[src/rtl/wb_pkg.sv]
// Shared constants for the writeback register-file write path.
// Write-select encodings, FSM states and matrix beat count derivation.
package wb_pkg;

    localparam logic [1:0] W_SEL_NONE   = 2'b00;
    localparam logic [1:0] W_SEL_SCALAR = 2'b01;
    localparam logic [1:0] W_SEL_MATRIX = 2'b10;
    localparam logic [1:0] W_SEL_RSVD   = 2'b11;

    typedef enum logic {
        S_IDLE,
        S_ASSEMBLE
    } wb_state_t;

    function automatic int wb_beats(input int xlen, input int mlen);
        return mlen / xlen;
    endfunction

endpackage

[src/rtl/matrix_beat_packer.sv]
// Packs XLEN-wide matrix beats into one MLEN-wide word, lane 0 first.
// mat_data already includes the beat being presented this cycle.
module matrix_beat_packer
    import wb_pkg::*;
#(
    parameter int XLEN  = 32,
    parameter int MLEN  = 128,
    parameter int BEATS = wb_beats(XLEN, MLEN)
) (
    input  logic            clk,
    input  logic            rst,
    input  logic            load,
    input  logic            restart,
    input  logic [XLEN-1:0] data,
    output logic            last,
    output logic [MLEN-1:0] mat_data
);

    localparam int CW = (BEATS > 1) ? $clog2(BEATS) : 1;

    logic [XLEN-1:0] lanes [BEATS];
    logic [CW-1:0]   cnt;

    assign last = (cnt == CW'(BEATS - 1));

    always_comb begin
        mat_data = '0;
        for (int i = 0; i < BEATS; i++) begin
            mat_data[i*XLEN +: XLEN] = (CW'(i) == cnt) ? data : lanes[i];
        end
    end

    always_ff @(posedge clk or negedge rst) begin
        if (!rst) begin
            for (int i = 0; i < BEATS; i++) lanes[i] <= '0;
            cnt <= '0;
        end else if (load) begin
            if (restart) begin
                // A restart drops any partial word before taking lane 0.
                for (int i = 1; i < BEATS; i++) lanes[i] <= '0;
                lanes[0] <= data;
                cnt      <= CW'(1);
            end else begin
                lanes[cnt] <= data;
                cnt        <= last ? '0 : cnt + CW'(1);
            end
        end
    end

endmodule

[src/rtl/wb_matrix_writer.sv]
// Writeback producer for scalar and matrix register-file writes.
// Optional WB_FWD_EN adds same-cycle forwarding ports mirroring the write.
module wb_matrix_writer
    import wb_pkg::*;
#(
    parameter int XLEN    = 32,
    parameter int MLEN    = 128,
    parameter int RADDR_W = 5
) (
    input  logic               clk,
    input  logic               rst,
    input  logic               in_valid,
    output logic               in_ready,
    input  logic [1:0]         in_w_select,
    input  logic [RADDR_W-1:0] in_rd,
    input  logic               in_mem2reg,
    input  logic [XLEN-1:0]    in_alu_data,
    input  logic [XLEN-1:0]    in_mem_data,
    output logic [1:0]         w_select,
    output logic [RADDR_W-1:0] w_regs_addr,
    output logic [XLEN-1:0]    w_regs_data,
    output logic [MLEN-1:0]    w_matrix_data,
    output logic               mat_busy,
    output logic [RADDR_W-1:0] mat_busy_rd,
    output logic               err_sticky
`ifdef WB_FWD_EN
    ,
    output logic               fwd_valid,
    output logic [RADDR_W-1:0] fwd_rd,
    output logic [XLEN-1:0]    fwd_scalar,
    output logic [MLEN-1:0]    fwd_matrix
`endif
);

    localparam int BEATS = wb_beats(XLEN, MLEN);

    wb_state_t       state;
    logic            fire;
    logic            is_scalar;
    logic            is_beat;
    logic            is_rsvd;
    logic            rd_switch;
    logic            pk_restart;
    logic            pk_last;
    logic            done;
    logic [MLEN-1:0] pk_data;

    assign fire       = in_valid & in_ready;
    assign is_scalar  = fire && (in_w_select == W_SEL_SCALAR);
    assign is_beat    = fire && (in_w_select == W_SEL_MATRIX);
    assign is_rsvd    = fire && (in_w_select == W_SEL_RSVD);
    assign rd_switch  = (in_rd != mat_busy_rd);
    assign pk_restart = is_beat && ((state == S_IDLE) || rd_switch);
    assign done       = is_beat && !pk_restart && pk_last;

    matrix_beat_packer #(
        .XLEN  (XLEN),
        .MLEN  (MLEN),
        .BEATS (BEATS)
    ) u_packer (
        .clk      (clk),
        .rst      (rst),
        .load     (is_beat),
        .restart  (pk_restart),
        .data     (in_mem_data),
        .last     (pk_last),
        .mat_data (pk_data)
    );

    always_ff @(posedge clk or negedge rst) begin
        if (!rst) begin
            state         <= S_IDLE;
            in_ready      <= 1'b0;
            w_select      <= W_SEL_NONE;
            w_regs_addr   <= '0;
            w_regs_data   <= '0;
            w_matrix_data <= '0;
            mat_busy      <= 1'b0;
            mat_busy_rd   <= '0;
            err_sticky    <= 1'b0;
        end else begin
            in_ready <= 1'b1;
            w_select <= W_SEL_NONE;
            if (is_rsvd || (is_beat && state == S_ASSEMBLE && rd_switch)) begin
                err_sticky <= 1'b1;
            end
            // x0 is hardwired in the scalar file, so writes to it are dropped.
            if (is_scalar && in_rd != '0) begin
                w_select    <= W_SEL_SCALAR;
                w_regs_addr <= in_rd;
                w_regs_data <= in_mem2reg ? in_mem_data : in_alu_data;
            end
            if (is_beat) begin
                if (done) begin
                    w_select      <= W_SEL_MATRIX;
                    w_regs_addr   <= mat_busy_rd;
                    w_matrix_data <= pk_data;
                    state         <= S_IDLE;
                    mat_busy      <= 1'b0;
                    mat_busy_rd   <= '0;
                end else begin
                    state       <= S_ASSEMBLE;
                    mat_busy    <= 1'b1;
                    mat_busy_rd <= in_rd;
                end
            end
        end
    end

`ifdef WB_FWD_EN
    assign fwd_valid  = (w_select != W_SEL_NONE);
    assign fwd_rd     = w_regs_addr;
    assign fwd_scalar = w_regs_data;
    assign fwd_matrix = w_matrix_data;
`endif

endmodule

[config.mk]
export PLATFORM = sky130hd
export DESIGN_NAME = wb_matrix_writer
export DESIGN_NICKNAME = d
export VERILOG_FILES = /design/src/rtl/wb_pkg.sv /design/src/rtl/matrix_beat_packer.sv /design/src/rtl/wb_matrix_writer.sv
export SDC_FILE = /design/constraint.sdc
export NUM_CORES = 1
export LEC_CHECK = 0
export BUFFER_PORTS_ARGS = -buffer_cell sky130_fd_sc_hd__buf_2
export CELL_PAD_IN_SITES_DETAIL_PLACEMENT = 1
export CELL_PAD_IN_SITES_GLOBAL_PLACEMENT = 1
export CORE_MARGIN = 3
export CORE_UTILIZATION = 48
export CTS_BUF_LIST = sky130_fd_sc_hd__clkbuf_4 sky130_fd_sc_hd__clkbuf_8
export DETAILED_ROUTE_END_ITERATION = 10
export PLACE_DENSITY = 0.8
export REMOVE_ABC_BUFFERS = 1
export SYNTH_ARGS = -nofsm -noshare
export SYNTH_HDL_FRONTEND = slang
export SYNTH_HIERARCHICAL = 1
export SYNTH_SLANG_ARGS = --single-unit
[constraint.sdc]
create_clock -name clk -period 2.95 [get_ports clk]
set_input_delay 0.7375 -clock clk [delete_from_list [all_inputs] [get_ports clk]]
set_output_delay 0.7375 -clock clk [all_outputs]
set_load 0.02 [all_outputs]
### Word-level counts from Yosys, hierarchy flattened

Index checks and enable logic that the tools add are counted.

* equality and inequality tests: 8
* bitwise operators: 3
* reductions and logical operators: 16
* order comparisons: 2
* muxes and demuxes: 19
* add/subtract/negate cells: 1

Operators with widths (number)
* 32-bit two-way mux: 6
* 128-bit bitwise mux: 1
* 128-bit two-way mux: 1
* 32-bit demux with 2-bit select: 1
* 5-bit two-way mux: 4
* 1-bit logical AND: 10
* 2-bit two-way mux: 4
* 2-bit equality test, second input constant: 3
* 5-bit != test: 1
* 5-bit nonzero test: 1
* 2-bit equality test, first input constant: 2
* 3-bit greater-or-equal comparator, second input constant: 1
* 3-bit by 1-bit less-than comparator with 1-bit output, second input constant: 1
* 2-bit NOT with 3-bit output: 1
* 2-bit by 1-bit adder with 2-bit output, second input constant: 1
* 1-bit by 2-bit equality test with 1-bit output, first input constant: 1
* 2-bit by 1-bit equality test with 1-bit output, second input constant: 1
* 2-bit logical NOT: 1
* 1-bit logical OR: 2
* 1-bit two-way mux: 2
* 2-bit AND reduction: 1
* 1-bit bitwise AND: 1
* 1-bit logical NOT: 1
* 1-bit NOT: 1

* logic and storage cells: 62
* output and inout bits: 175
* input port bits: 75
* flip-flop bits (word level): 305

### Logic depth before layout (Yosys ltp)

* word-level depth: 8
* depth in mapped cells: 10
* depth with buffers taken out: 6

### Hierarchy

Netlist, hierarchy kept.

Modules (own cells, without submodules)
* matrix_beat_packer: area each 7414.6 µm², sequential area each 3253.1 µm², cells an instance 599, instances 1
* wb_matrix_writer: area each 7392.1 µm², sequential area each 4379.2 µm², cells an instance 474, instances 1

### Worst setup path before layout

Ideal clock, no wire load.

* kind: in2reg
* start: input in_valid
* end: register w_matrix_data[100]
* stages: 8
* data arrival time: 2.364 ns
* setup slack: 0.461 ns
* required time: 2.825 ns
* buffers on the path: 4
* setup time: 0.125 ns
* path through: nand3_1 or2_1 buf_6 or4_4 buf_6 buf_8 buf_6 mux2_4

* word-level cells in the longest chain between the ends: 7

RTL lines
* from (decl): line wb_matrix_writer.sv:12 `input logic in_valid,`
* 1-bit bitwise AND *: line wb_matrix_writer.sv:48 `assign fire = in_valid & in_ready;`
* 1-bit logical AND *: line wb_matrix_writer.sv:50 `assign is_beat = fire && (in_w_select == W_SEL_MATRIX);`
* 1-bit logical AND: line wb_matrix_writer.sv:53 `assign pk_restart = is_beat && ((state == S_IDLE) || rd_switch);`
* 1-bit logical NOT: line wb_matrix_writer.sv:54 `assign done = is_beat && !pk_restart && pk_last;`
* 1-bit logical AND (2 in series): line wb_matrix_writer.sv:54
* 2-bit AND reduction (no line) *
* to (signal assigned): line wb_matrix_writer.sv:97 `w_matrix_data <= pk_data;`
* to (decl): line wb_matrix_writer.sv:22 `output logic [MLEN-1:0] w_matrix_data,`

Every way passes the cells marked *; elsewhere a longest branch is shown, timed or not.
A chain may end at the register's enable or synchronous reset.

### Final worst setup path

* start: register mat_busy_rd[1]
* end: register u_packer/lanes[49] in the netlist's numbering

* word-level cells in the longest chain between the ends: 4

RTL lines
* from (decl): line wb_matrix_writer.sv:24 `output logic [RADDR_W-1:0] mat_busy_rd,`
* from (signal assigned): line wb_matrix_writer.sv:104 `mat_busy_rd <= in_rd;`
* 5-bit != test: line wb_matrix_writer.sv:52 `assign rd_switch = (in_rd != mat_busy_rd);`
* 1-bit logical OR: line wb_matrix_writer.sv:53
* 1-bit logical AND: line wb_matrix_writer.sv:53
* via pk_restart: line wb_matrix_writer.sv:43 `logic pk_restart;`
* 128-bit two-way mux: line matrix_beat_packer.sv:38 `if (restart) begin`
* to (signal, indexed assignment): line matrix_beat_packer.sv:44 `lanes[cnt] <= data;`
* to (decl): line matrix_beat_packer.sv:21 `logic [XLEN-1:0] lanes [BEATS];`

The timed path passes the listed nets, and every way through them passes these cells.

==> out/summary.txt <==
====================================================================================
Slew at the pin closest to its max-slew limit                               1.081 ns
Die area                                                                 32990 sq um
Register bit count reported by yosys                                             305
Peak ir drop on the vdd network                                            0.4278 mV
Initial Util                                                                  49.30%
Share of final-layout standard cells stronger than drive strength 1           48.16%
Total congestion overflow                                                          0
Worst-path maximum fanout                                                         32
Total CTS buffers                                                                 51
Total Negative Setup Slacks                                                     0 ns
Area growth, synth to finish                                                  18.71%
Number of buffers between clock root and the deepest sink                          3
CP Capture Type                                                             register
Most common flop cell mapped by yosys                                        dfrtp_1
Post-layout power                                                           11.76 mW
Endpoints failing hold                                                             0
Period minus WS final                                                       2.499 ns
Count of non-filler cells in the finished layout                                1748
Pwr/cell area                                                           669.1 nW/um^2
Kind of critical path                                                   register to register
Post-Place Cells                                                                1658
Worst min path class                                                    input port to asynchronous set/reset pin
Synth warn                                                                         6
Number of global-route vias before repair                                      11230
Per-cell via count in the routed design                                        5.852
Crit path launch type                                                       register
Average size of a mapped cell                                            13.80 sq um
Height of the chip                                                          181.6 um
Leakage power figure                                                        8.365 nW
Total vias in the final route                                                  10230
CTS sink count                                                                   305
Data arrival, critical path                                                  2.98 ns
Share of flip-flops with an asynchronous set or reset after synthesis         100.0%
Setup bufs post-CTS                                                                0
Antenna diode instance count                                                       0
Detailed placer's ending HPWL                                               25830 um
Hold_buf cts                                                                       0
Weighted congestion at the end of routability-driven global placement         0.7321
Number of cell rows                                                               63
Required time of the worst setup path                                        3.43 ns
Setup-violating endpoint count in the final report                                 0
Number of levels in the clock H-tree                                               2
Most common cell after layout, fill and taps aside                           dfrtp_1
Port buffer count                                                                249
Detailed router's first-iteration violation count                                583
Clock insertion delay at the later pin of the skew report                    0.57 ns
Initial antenna violation count                                                    1
Sequential area share after synthesis                                         51.55%
Clk Tree Root Cell                                                          clkbuf_8
Final core utilization                                                        58.53%
Clock-pin slew on the worst setup and hold paths                             0.06 ns
Max cap viols                                                                      0
First-pass GRT wire length                                                  65630 um
Most frequent cells in the layout                                       dfrtp_1, buf_2, mux2_2
Max Freq                                                                   400.1 MHz
CTS resizes                                                                        0
Final max-slew violation count                                                     0
Overall die width                                                           181.6 um
Largest net degree at the start of global routing                                 74
Worst Hold Margin                                                          0.1543 ns
Routed wire per std cell                                                    23.63 um
Core Footprint                                                           30030 sq um
Wire length after detailed routing                                          41310 um
Number of antenna-violating nets in the routed design                              0
Final layout net count                                                          1404
Netlist area before placement                                            14810 sq um
TritonCTS clock tree                                                           built
DRC errors left                                                                    0
Total iterations of the first detailed-routing run                                 4
Number of distinct library cells after synthesis                                  36
Overall routing resource usage                                                24.75%
Worst max-slew margin expressed relative to the limit                         27.79%
Clock skew after layout                                                   0.02099 ns
Number of enable-type register cells in the synthesized netlist                    0
Run status                                                              finished clean
Ports placed on the boundary                                                     250
Crit share post-route                                                         84.72%
Cells after Synth                                                               1073
Unrepaired setup endpoints after global routing                                false
====================================================================================
cells in the mapped netlist (8+ instances only):
cell / n / share of area (%)
mux2_2: 158 / 12
a221o_1: 96 / 6.5
nand2_1: 35 / 0.89
ha_1: 8 / 0.68
mux2i_1: 32 / 2.2
a32o_1: 32 / 2.2
a22o_1: 10 / 0.59
clkbuf_1: 19 / 0.48
and2b_1: 41 / 2.1
dfrtp_1: 305 / 52
nor2b_1: 88 / 3.7
o21ai_0: 35 / 1.2
buf_2: 41 / 1.4
buf_6: 29 / 2.2
mux2_4: 104 / 11
critical path, cell delays in order (launching register included):
cell and delay [ns]:
dfrtp_1 0.43, xnor2_1 0.17, nand3_1 0.14, nor2_1 0.25
a21oi_4 0.10, buf_12 0.17, nor2_4 0.84, a221o_1 0.30
final cells by class:
| cell class | instances | area, sq um |
|---|---|---|
| clock buffer | 86 | 1084 |
| clock inverter | 4 | 45.04 |
| fill | 2977 | 12460 |
| timing repair buffer | 286 | 1709 |
| multi-input combinational | 673 | 6601 |
| inverter | 4 | 17.52 |
| sequential | 305 | 7632 |
| tap | 390 | 488.0 |
registers in the layout, indices dropped and copies added, names as in the netlist:
register / count
u_packer/cnt: 2
w_regs_data: 32
w_regs_addr: 5
u_packer/lanes: 128
w_matrix_data: 128
w_select: 2
in_ready: 1
mat_busy_rd: 5
mat_busy: 1
err_sticky: 1
logic make-up after synthesis:
group | Yosys count | synth area share, %
AOI/OAI and AO/OA | 179 | 10.70
xor gates and xnor gates | 5 | 0.2957
adders and majority gates | 8 | 0.6760
buffers and inverters | 95 | 4.326
DFF | 305 | 51.55
muxes | 294 | 24.73
other | 1 | 0.02533
and+or+nand+nor | 186 | 7.707
path summary, 6_finish.rpt:
| check | startpoint | end | slack (ns) | depth (start not counted) |
|---|---|---|---|---|
| setup / recovery | mat_busy_rd[1] | u_packer/lanes[49] | 0.45 | 7 |
| setup reg to reg | mat_busy_rd[1] | u_packer/lanes[49] | 0.45 | 7 |
| min in group clk | in_alu_data[15] | w_regs_data[15] | 0.45 | 3 |
| hold reg to reg | w_regs_data[23] | w_regs_data[23] | 0.48 | 2 |
| hold / removal | rst | mat_busy_rd[4] | 0.15 | 1 |
| max in group asynchronous | rst | u_packer/lanes[114] | 2.05 | 2 |
through the flow:
step / worst slack [ns] / area, sq um
floorplan: -2.016 / 14180
global route: 0.3447 / 17580
detailed placement: 0.03666 / 16450
CTS: 0.4796 / 17580
finish: 0.4506 / 17580
global placement: 0.03890 / 16450
report_power, final:
group / internal [mW] / leakage [nW] / total (mW) / switching [mW]
Combinational: 1.26 / 4.08 / 2.82 / 1.56
Sequential: 4.58 / 3.69 / 4.84 / 0.268
Clock: 2.38 / 0.603 / 4.10 / 1.71
layer usage:
layer  track usage, %  vias to the layer above  routed length (um)
met3            4.187                       63                2219
li1                 -                     4468                   -
met5                0                        -                   7
met2            41.69                      317               20290
met4            6.399                        2                 748
met1            33.44                     5379               18040
Note: power is estimated with default switching activity, not from simulation.
